### src/rtl/lr_d_h_buffer_if.sv
// Two-column bundle between the H/gradient producers and the replay buffer.
// master drives forward-pass H and backward-pass gradients; slave is the buffer.
interface lr_d_h_buffer_if #(
    parameter int DEPTH = 8
);
    localparam int CW = $clog2(DEPTH) + 1;

    logic                 clear_in;
    logic                 h_valid_1_in;
    logic                 h_valid_2_in;
    logic signed [15:0]   h_data_1_in;
    logic signed [15:0]   h_data_2_in;
    logic                 grad_valid_1_in;
    logic                 grad_valid_2_in;
    logic signed [15:0]   grad_data_1_in;
    logic signed [15:0]   grad_data_2_in;
    logic                 grad_valid_1_out;
    logic                 grad_valid_2_out;
    logic signed [15:0]   grad_data_1_out;
    logic signed [15:0]   grad_data_2_out;
    logic signed [15:0]   h_data_1_out;
    logic signed [15:0]   h_data_2_out;
    logic [CW-1:0]        count_1_out;
    logic [CW-1:0]        count_2_out;
    logic                 full_1_out;
    logic                 full_2_out;
    logic                 overflow_err_out;
    logic                 underflow_err_out;

    modport master (
        output clear_in,
        output h_valid_1_in, h_valid_2_in, h_data_1_in, h_data_2_in,
        output grad_valid_1_in, grad_valid_2_in, grad_data_1_in, grad_data_2_in,
        input  grad_valid_1_out, grad_valid_2_out, grad_data_1_out, grad_data_2_out,
        input  h_data_1_out, h_data_2_out, count_1_out, count_2_out,
        input  full_1_out, full_2_out, overflow_err_out, underflow_err_out
    );

    modport slave (
        input  clear_in,
        input  h_valid_1_in, h_valid_2_in, h_data_1_in, h_data_2_in,
        input  grad_valid_1_in, grad_valid_2_in, grad_data_1_in, grad_data_2_in,
        output grad_valid_1_out, grad_valid_2_out, grad_data_1_out, grad_data_2_out,
        output h_data_1_out, h_data_2_out, count_1_out, count_2_out,
        output full_1_out, full_2_out, overflow_err_out, underflow_err_out
    );
endinterface

### src/rtl/lr_d_h_buffer.sv
// Per-column H replay FIFO pairing stored H with incoming gradients; 1-cycle grad->pair latency.
// No backpressure: writes to a full column and gradients on an empty column are dropped and flagged.
module lr_d_h_buffer #(
    parameter int DEPTH = 8
) (
    input  logic                clk,
    input  logic                rst,
    lr_d_h_buffer_if.slave      bus
);
    localparam int PW = $clog2(DEPTH);
    localparam int CW = PW + 1;

    logic [1:0]        h_vld;
    logic [1:0][15:0]  h_dat;
    logic [1:0]        g_vld;
    logic [1:0][15:0]  g_dat;
    logic [1:0]        o_vld;
    logic [1:0][15:0]  o_grad;
    logic [1:0][15:0]  o_h;
    logic [1:0][CW-1:0] o_cnt;
    logic [1:0]        o_full;
    logic [1:0]        ovf_set;
    logic [1:0]        unf_set;
    logic              ovf_err;
    logic              unf_err;

    assign h_vld = {bus.h_valid_2_in, bus.h_valid_1_in};
    assign h_dat = {bus.h_data_2_in, bus.h_data_1_in};
    assign g_vld = {bus.grad_valid_2_in, bus.grad_valid_1_in};
    assign g_dat = {bus.grad_data_2_in, bus.grad_data_1_in};

    for (genvar c = 0; c < 2; c++) begin : g_col
        logic [15:0]   mem [DEPTH];
        logic [PW-1:0] wr_ptr;
        logic [PW-1:0] rd_ptr;
        logic [CW-1:0] cnt;
        logic          vld_q;
        logic [15:0]   grad_q;
        logic [15:0]   h_q;
        logic          empty;
        logic          full;
        logic          rd_acc;
        logic          wr_acc;

        // Decisions use the count at the start of the cycle: a read frees the
        // slot a same-cycle write needs, but a same-cycle write never feeds a read.
        assign empty  = (cnt == '0);
        assign full   = (cnt == CW'(DEPTH));
        assign rd_acc = g_vld[c] && !empty;
        assign wr_acc = h_vld[c] && (!full || rd_acc);

        assign ovf_set[c] = h_vld[c] && full && !rd_acc;
        assign unf_set[c] = g_vld[c] && empty;

        always_ff @(posedge clk) begin
            if (wr_acc && !bus.clear_in)
                mem[wr_ptr] <= h_dat[c];
        end

        always_ff @(posedge clk or posedge rst) begin
            if (rst) begin
                wr_ptr <= '0;
                rd_ptr <= '0;
                cnt    <= '0;
                vld_q  <= 1'b0;
                grad_q <= '0;
                h_q    <= '0;
            end else if (bus.clear_in) begin
                wr_ptr <= '0;
                rd_ptr <= '0;
                cnt    <= '0;
                vld_q  <= 1'b0;
                grad_q <= '0;
                h_q    <= '0;
            end else begin
                if (wr_acc)
                    wr_ptr <= wr_ptr + PW'(1);
                if (rd_acc)
                    rd_ptr <= rd_ptr + PW'(1);
                if (wr_acc && !rd_acc)
                    cnt <= cnt + CW'(1);
                else if (rd_acc && !wr_acc)
                    cnt <= cnt - CW'(1);
                vld_q  <= rd_acc;
                grad_q <= rd_acc ? g_dat[c] : 16'h0;
                h_q    <= rd_acc ? mem[rd_ptr] : 16'h0;
            end
        end

        assign o_vld[c]  = vld_q;
        assign o_grad[c] = grad_q;
        assign o_h[c]    = h_q;
        assign o_cnt[c]  = cnt;
        assign o_full[c] = full;
    end

    always_ff @(posedge clk or posedge rst) begin
        if (rst) begin
            ovf_err <= 1'b0;
            unf_err <= 1'b0;
        end else if (bus.clear_in) begin
            ovf_err <= 1'b0;
            unf_err <= 1'b0;
        end else begin
            ovf_err <= ovf_err || (|ovf_set);
            unf_err <= unf_err || (|unf_set);
        end
    end

    assign bus.grad_valid_1_out  = o_vld[0];
    assign bus.grad_valid_2_out  = o_vld[1];
    assign bus.grad_data_1_out   = o_grad[0];
    assign bus.grad_data_2_out   = o_grad[1];
    assign bus.h_data_1_out      = o_h[0];
    assign bus.h_data_2_out      = o_h[1];
    assign bus.count_1_out       = o_cnt[0];
    assign bus.count_2_out       = o_cnt[1];
    assign bus.full_1_out        = o_full[0];
    assign bus.full_2_out        = o_full[1];
    assign bus.overflow_err_out  = ovf_err;
    assign bus.underflow_err_out = unf_err;
endmodule
### src/flat_wrapper.sv
// flat-port wrapper written by rule: the top's interface ports become plain ports
module lr_d_h_buffer_flat 
#(
    parameter int DEPTH = 8
)
  (clk, rst, bus_clear_in, bus_h_valid_1_in, bus_h_valid_2_in, bus_h_data_1_in, bus_h_data_2_in, bus_grad_valid_1_in, bus_grad_valid_2_in, bus_grad_data_1_in, bus_grad_data_2_in, bus_grad_valid_1_out, bus_grad_valid_2_out, bus_grad_data_1_out, bus_grad_data_2_out, bus_h_data_1_out, bus_h_data_2_out, bus_count_1_out, bus_count_2_out, bus_full_1_out, bus_full_2_out, bus_overflow_err_out, bus_underflow_err_out);
  lr_d_h_buffer_if #(.DEPTH(DEPTH)) bus_i ();
  input  logic clk;
  input  logic rst;
  input wire logic [$bits(bus_i.clear_in)-1:0] bus_clear_in;
  input wire logic [$bits(bus_i.h_valid_1_in)-1:0] bus_h_valid_1_in;
  input wire logic [$bits(bus_i.h_valid_2_in)-1:0] bus_h_valid_2_in;
  input wire logic [$bits(bus_i.h_data_1_in)-1:0] bus_h_data_1_in;
  input wire logic [$bits(bus_i.h_data_2_in)-1:0] bus_h_data_2_in;
  input wire logic [$bits(bus_i.grad_valid_1_in)-1:0] bus_grad_valid_1_in;
  input wire logic [$bits(bus_i.grad_valid_2_in)-1:0] bus_grad_valid_2_in;
  input wire logic [$bits(bus_i.grad_data_1_in)-1:0] bus_grad_data_1_in;
  input wire logic [$bits(bus_i.grad_data_2_in)-1:0] bus_grad_data_2_in;
  output wire logic [$bits(bus_i.grad_valid_1_out)-1:0] bus_grad_valid_1_out;
  output wire logic [$bits(bus_i.grad_valid_2_out)-1:0] bus_grad_valid_2_out;
  output wire logic [$bits(bus_i.grad_data_1_out)-1:0] bus_grad_data_1_out;
  output wire logic [$bits(bus_i.grad_data_2_out)-1:0] bus_grad_data_2_out;
  output wire logic [$bits(bus_i.h_data_1_out)-1:0] bus_h_data_1_out;
  output wire logic [$bits(bus_i.h_data_2_out)-1:0] bus_h_data_2_out;
  output wire logic [$bits(bus_i.count_1_out)-1:0] bus_count_1_out;
  output wire logic [$bits(bus_i.count_2_out)-1:0] bus_count_2_out;
  output wire logic [$bits(bus_i.full_1_out)-1:0] bus_full_1_out;
  output wire logic [$bits(bus_i.full_2_out)-1:0] bus_full_2_out;
  output wire logic [$bits(bus_i.overflow_err_out)-1:0] bus_overflow_err_out;
  output wire logic [$bits(bus_i.underflow_err_out)-1:0] bus_underflow_err_out;
  assign bus_i.clear_in = bus_clear_in;
  assign bus_i.h_valid_1_in = bus_h_valid_1_in;
  assign bus_i.h_valid_2_in = bus_h_valid_2_in;
  assign bus_i.h_data_1_in = bus_h_data_1_in;
  assign bus_i.h_data_2_in = bus_h_data_2_in;
  assign bus_i.grad_valid_1_in = bus_grad_valid_1_in;
  assign bus_i.grad_valid_2_in = bus_grad_valid_2_in;
  assign bus_i.grad_data_1_in = bus_grad_data_1_in;
  assign bus_i.grad_data_2_in = bus_grad_data_2_in;
  assign bus_grad_valid_1_out = bus_i.grad_valid_1_out;
  assign bus_grad_valid_2_out = bus_i.grad_valid_2_out;
  assign bus_grad_data_1_out = bus_i.grad_data_1_out;
  assign bus_grad_data_2_out = bus_i.grad_data_2_out;
  assign bus_h_data_1_out = bus_i.h_data_1_out;
  assign bus_h_data_2_out = bus_i.h_data_2_out;
  assign bus_count_1_out = bus_i.count_1_out;
  assign bus_count_2_out = bus_i.count_2_out;
  assign bus_full_1_out = bus_i.full_1_out;
  assign bus_full_2_out = bus_i.full_2_out;
  assign bus_overflow_err_out = bus_i.overflow_err_out;
  assign bus_underflow_err_out = bus_i.underflow_err_out;
  lr_d_h_buffer #(.DEPTH(DEPTH)) u_core (.clk(clk), .rst(rst), .bus(bus_i));
endmodule
### config.mk
export PLATFORM = sky130hd
export DESIGN_NAME = lr_d_h_buffer_flat
export DESIGN_NICKNAME = d
export VERILOG_FILES = /design/src/rtl/lr_d_h_buffer_if.sv /design/src/rtl/lr_d_h_buffer.sv /design/src/flat_wrapper.sv
export SDC_FILE = /design/constraint.sdc
export NUM_CORES = 1
export LEC_CHECK = 0
export BUFFER_PORTS_ARGS = -buffer_cell sky130_fd_sc_hd__buf_4
export CORE_ASPECT_RATIO = 1.4
export CORE_MARGIN = 10
export CORE_UTILIZATION = 40
export DETAILED_ROUTE_END_ITERATION = 10
export PLACE_DENSITY = 0.63
export SLEW_MARGIN = 20
export SYNTH_ARGS = -nofsm -noshare
export SYNTH_HDL_FRONTEND = slang
export SYNTH_SLANG_ARGS = --single-unit
export TNS_END_PERCENT = 10
### constraint.sdc
create_clock -name clk -period 6.35 [get_ports clk]
set_clock_uncertainty 0.15 [all_clocks]
set_input_delay 0.9525 -clock clk [delete_from_list [all_inputs] [get_ports clk]]
set_output_delay 0.9525 -clock clk [all_outputs]
set_load 0.01 [all_outputs]
# Word-level counts from Yosys, hierarchy flattened
# Memories as Yosys holds them, arrays and structs flattened.
# Cells that the tools add are included.
dict set report op_classes {
  n_addsub 8
  eq_ne 2
  n_mux 30
  reduce_logical 39
}
# op n
set ops {}
lappend ops {{16-bit 2-to-1 mux} 8}
lappend ops {{3-bit 2-to-1 mux} 8}
lappend ops {{4-bit 2-to-1 mux} 6}
lappend ops {{1-bit logical AND} 16}
lappend ops {{3-bit by 1-bit adder with 3-bit output (second input constant)} 4}
lappend ops {{1-bit zero test} 9}
lappend ops {{4-bit by 1-bit adder with 4-bit output (second input constant)} 2}
lappend ops {{4-bit == test (second input constant)} 2}
lappend ops {{4-bit zero test} 2}
lappend ops {{1-bit 2-to-1 mux} 8}
lappend ops {{2-bit nonzero test} 4}
lappend ops {{4-bit by 1-bit subtractor with 4-bit output (second input constant)} 2}
lappend ops {{3-bit nonzero test} 2}
lappend ops {{1-bit logical OR} 4}
lappend ops {{2-bit OR reduction} 2}
dict set report word_totals {
  ff_bits 88
  ramBits 256
  input_bits 71
  output_inout_bits 78
  elab_cells 95
  n_memories 2
}
# memory depth word_bits read_ports rd_clocked_by_memory_dff wr line_no
set memory_table {}
lappend memory_table {{u_core.g_col[0].mem} 8 16 1 0 1 lr_d_h_buffer.sv:33} ;# logic [15:0] mem [DEPTH];
lappend memory_table {{u_core.g_col[1].mem} 8 16 1 0 1 lr_d_h_buffer.sv:33}

# Logic depth before layout (Yosys ltp)
dict set report logic_depth {
  word_depth 10
  ltp_mapped 9
  ltp_nobuf 8
}

# Worst setup path after synthesis
# No wires, ideal clock.
dict set report synth_timing {
  kind {in2reg}
  startpoint {input bus_grad_valid_2_in}
  endpoint {memory u_core.g_col[1].mem[2][0] (enable)}
  setup_ns 0.409
  t_arrival_ns 2.809
  required_time_ns 5.791
  slack_ns 2.982
  stages 4
  n_path_buf 1
  cell_sequence {clkbuf_1 -> nand2b_1 -> o21ai_1 -> nor3_1}
}
dict set report synth_via {
  elab_chain_cells 6
}
# element line_no
set synth_rtl {}
lappend synth_rtl {{start, declared} flat_wrapper.sv:16} ;# input wire logic [$bits(bus_i.grad_valid_2_in)-1:0] bus_grad_valid_2_in;
lappend synth_rtl {{1-bit logical AND} lr_d_h_buffer.sv:49} ;# assign rd_acc = g_vld[c] && !empty;
lappend synth_rtl {{1-bit logical OR} lr_d_h_buffer.sv:50} ;# assign wr_acc = h_vld[c] && (!full || rd_acc);
lappend synth_rtl {{1-bit logical AND} lr_d_h_buffer.sv:50}
lappend synth_rtl {{1-bit logical AND} lr_d_h_buffer.sv:56} ;# if (wr_acc && !bus.clear_in)
lappend synth_rtl {{1-bit 2-to-1 mux} lr_d_h_buffer.sv:56}
lappend synth_rtl {{1-bit 2-to-1 mux (not written as such)} lr_d_h_buffer.sv:57} ;# mem[wr_ptr] <= h_dat[c];
lappend synth_rtl {{end, declared} lr_d_h_buffer.sv:33}
# Every way passes these cells.

# Final worst setup path
dict set report layout_timing {
  startpoint {register u_core.g_col[0].cnt[3], in the netlist u_core.bus.count_1_out[3]}
  endpoint {output bus_full_1_out}
}
dict set report layout_via {
  elab_chain_cells 1
}
# element line_no
set layout_rtl {}
lappend layout_rtl {{start, declared} lr_d_h_buffer.sv:36} ;# logic [CW-1:0] cnt;
lappend layout_rtl {{start signal, assigned} lr_d_h_buffer.sv:81} ;# cnt <= cnt + CW'(1);
lappend layout_rtl {{start signal, assigned} lr_d_h_buffer.sv:83} ;# cnt <= cnt - CW'(1);
lappend layout_rtl {{4-bit == test} lr_d_h_buffer.sv:48} ;# assign full = (cnt == CW'(DEPTH));
lappend layout_rtl {{end, declared} flat_wrapper.sv:27} ;# output wire logic [$bits(bus_i.full_1_out)-1:0] bus_full_1_out;
# Every way passes these cells.

==> results.md <==
- The maximum root-to-sink buffer count is 3.
- The pin count of the biggest net entering global routing is 56.
- The total number of vias is roughly 6,600.
- The data required time of the worst path is around 5.3 ns.
- Once layout is complete, the utilization of the core stands at 0.493.
- The detail route stage leaves a number of antenna-violating nets equal to 0.
- The number of buffers inserted to repair setup after CTS is 0.
- The most used routing layer in global routing is met2.
- For met3 alone, demand over resource in global routing was 0.0348.
- OpenSTA, run right after detailed placement, puts the worst setup slack at 3.14 ns.
- STA classifies the critical path startpoint as a register.
- After detailed routing, the number of remaining DRC violations is 0.
- The net count of the finished layout is 940.
- In this run the count of I/O pins placed on the die edge is about 150.
- The setup TNS is 0 ns.
- The initial antenna violation count was 1.
- The total power after layout is between 5 and 6 mW.
- The sequential area share after synthesis is 0.750.
- The post-synthesis cell type count is 50.
- The routed design could run at a clock period as short as roughly 3.2 ns.
- 0 antenna diodes ended up in the layout.
- The cell accounting for the most synthesized area is sky130_fd_sc_hd__edfxtp_1.
- The max-slew violation count is 0.
- The fraction of synthesis flops using an asynchronous set or reset pin is 0.256.
- The final worst hold slack is 0.312 ns.
- Of the total power, the share spent switching nets is 0.259.
- In the post-synthesis netlist, the biggest area contributors are sky130_fd_sc_hd__edfxtp_1 58%, sky130_fd_sc_hd__dfrtp_1 17%, sky130_fd_sc_hd__mux4_2 11%.
- The vertical extent of the die is ~230 um.
- Of all nets on the critical path, the largest fanout is 13.
- The clock root buffer is sky130_fd_sc_hd__clkbuf_16.
- Of the available clock period, the critical path in the final layout requires 0.509.
- The number of enable flip-flop cells after synthesis is ~260.
- The cell count after synthesis is 692.
- Once the clock tree was built, the resizer swapped 0 gates to a different size.
- In this run the power density over the cells is roughly 370 nW/um2.
- The arrival time at the worst endpoint is approximately 2.1 ns.
- The average routed wire per standard cell is just over 20 um.
- Clock-pin slew was measured on the worst setup and hold paths at about 0.060 ns.
- The most used flip-flop cell after synthesis is sky130_fd_sc_hd__edfxtp_1.
- Setup repair after global routing left no endpoint under its margin.
- The leakage power of the design is between 5 and 6 nW.
- The clock latency on the worst-skew pair is slightly above 0.5 ns.
- Synthesis inferred approximately 340 register bits.
- The count of cells in the finished layout, fillers not included, comes to approximately 1,300.
- The via count of the first global-routing pass is 7,089.
- The wire length after detailed routing is 27,300 um.
- The detailed-router iteration count before antenna repair is 4.
- The number of buffers inserted by port buffering is about 150.
- The fraction of layout instances using a drive strength above 1 is 0.359.
- The net switching component of the power is around 1.5 mW.
- The number of clock sinks is 344.
- The worst setup path category is register to output port.
- Synthesis produced a netlist with a net count of just under 800.
- The floorplan step defined a die boundary enclosing just over 40,000 um2.
- The number of clock buffers inserted by TritonCTS is 35.
- The first-pass GRT wire length is about 42,000 um.
- The share of synthesized area in the top cell type comes to 0.583.
- Counting tap cells, the placed design contains a total of 1,262 instances.
- Of the total power, combinational logic draws 0.201.
- TritonCTS built the clock tree.
- Setup violations remaining at the end of the flow were counted as 0.
- The initial utilization of the core area, before any placement, comes to 0.406.
- Routability-driven placement finished with a final weighted congestion of approximately 0.73.
- The largest voltage drop on the vdd net is 0.210 mV.
- In the global route stage, overall resource usage came out at 0.133.
- In the global route stage, met2 resource usage came out at 0.236.
- The share of total power in sequential cells is 0.459.
- The number of DRC violations after detailed-routing iteration 0 is between 200 and 300.
- Relative to the synthesized area, the layout overhead comes to 21.4%.
- By count the netlist is led by 256 x sky130_fd_sc_hd__edfxtp_1, 88 x sky130_fd_sc_hd__dfrtp_1, 65 x sky130_fd_sc_hd__nor2_1.
- After floorplanning, the core was sized to cover between 30,000 and 40,000 um2.
- The final count of hold timing violations is 0.
- The class of the tightest hold or removal check is input pin to asynchronous set/reset pin.
- After detailed routing, the number of vias per cell comes to just under 5.
- The number of rows created at floorplan is 78.
- The most frequently used cell type in the post-synthesis netlist is sky130_fd_sc_hd__edfxtp_1.
- Summing every instance area after synthesis gives roughly 13,000 um2.
- Measured along the x axis, the die boundary spans between 150 and 200 um.
- Timing would allow up to 309 MHz.
- The met1 global-route usage is 0.151.
- Hold repair after CTS inserted 0 buffers.
- The placed standard-cell area is around 15,000 um2.
- The power share of the clock group is 0.340.
- The final setup slack of the worst path is between 3 and 4 ns.
- The number of levels the H-tree was split into is 2.
- The average size of a mapped cell is roughly 19 um2.
- STA classifies the critical path endpoint as an output port.
- The finished cells cover 16,000 um2.
- The tool flagged a number of max-cap violations equal to 0.
- The internal power summed over all cells is 4.38 mW.
- The placed wire-length estimate after detailed placement is 17,600 um.
- Headroom to the max-slew limit came out at 0.250.
- The number of warnings reported in the yosys synthesis log is 0.
- The remaining global-route overflow is 0.
- The slew of the pin with the lowest slew margin is roughly 1.1 ns.
- The run finished with clean final reports.
==> flip-flops by register name (all words and copies together), names as in the netlist <==
signal	flops
u_core.bus.count_1_out	4
u_core.bus.count_2_out	4
u_core.bus.grad_data_1_out	16
u_core.bus.grad_data_2_out	16
u_core.bus.grad_valid_1_out	1
u_core.bus.grad_valid_2_out	1
u_core.bus.h_data_1_out	16
u_core.bus.h_data_2_out	16
u_core.bus.overflow_err_out	1
u_core.bus.underflow_err_out	1
u_core.g_col.mem	256
u_core.g_col.rd_ptr	6
u_core.g_col.wr_ptr	6
==> placed cells by master, fill, tap and decap left out, drive strengths merged, types with 2 or more instances in the layout <==
cell / count
edfxtp: 256
and2: 32
a31oi: 2
dfrtp: 88
a211oi: 3
a21oi: 4
mux4: 64
nor3b: 5
a21o: 3
clkbuf: 49
buf: 168
bufinv: 2
or3: 5
nor3: 7
o21ai: 8
or3b: 2
clkinv: 9
ha: 8
nand3: 5
o211ai: 4
fa: 2
xnor2: 5
mux2i: 38
or4b: 2
xor2: 8
clkinvlp: 2
inv: 13
nand2: 7
nor2: 65
nor4b: 2
or2: 3
==> kinds of logic after synthesis <==
group / Yosys count / synth area share
buffers and inverters: 50 / 0.0174
AND/OR/NAND/NOR: 139 / 0.0547
AO/OA/AOI/OAI: 33 / 0.0201
XOR/XNOR: 13 / 0.00863
flip-flops: 344 / 0.750
multiplexers: 103 / 0.139
adder cells (fa/ha/maj): 10 / 0.0106
==> worst max-delay path, cell delays in order (launching register included) <==
cell	delay, ns
sky130_fd_sc_hd__dfrtp_1	0.61
sky130_fd_sc_hd__or4b_2	0.73
sky130_fd_sc_hd__inv_1	0.14
sky130_fd_sc_hd__buf_4	0.13
==> area by class of cell <==
| class | instances | area [um2] |
|---|---|---|
| Fill cell | 2700 | 16500 |
| Sequential cell | 344 | 9890 |
| Clock buffer | 49 | 1010 |
| Inverter | 12 | 50.0 |
| Clock inverter | 14 | 121 |
| Tap cell | 440 | 551 |
| Timing Repair Buffer | 168 | 1260 |
| Multi-Input combinational cell | 298 | 3120 |
==> final timing paths <==
check / startpoint / end / slack (ns) / cells past startpoint
min in group clk: u_core.g_col[0].wr_ptr[1] / u_core.g_col[0].wr_ptr[1] / 0.44 / 2
hold / removal: rst / u_core.bus.grad_data_1_out[6] / 0.31 / 2
setup reg to reg: u_core.bus.count_2_out[1] / u_core.bus.count_2_out[3] / 3.43 / 8
hold reg to reg: u_core.g_col[0].wr_ptr[1] / u_core.g_col[0].wr_ptr[1] / 0.44 / 2
max in group asynchronous: rst / u_core.g_col[1].rd_ptr[1] / 4.55 / 3
setup / recovery: u_core.bus.count_1_out[3] / bus_full_1_out / 3.12 / 3
==> per-layer routing <==
layer	vias to the layer above	part of all wire
met2	154	0.53
met1	3381	0.38
met3	54	0.055
met5	-	0.00029
met4	2	0.026
li1	2985	-
==> power groups by stage <==
stage | registers [mW] | clock network (mW) | logic, mW
2_1_floorplan | 2.71 | 0 | 0.867
3_3_place_gp | 2.76 | 0 | 1.21
3_5_place_dp | 2.77 | 0 | 1.23
4_1_cts | 2.72 | 2.07 | 1.24
5_1_grt | 2.74 | 2.16 | 1.31
6_report | 2.72 | 2.01 | 1.19
No activity file was read; power rests on OpenSTA's default activity.
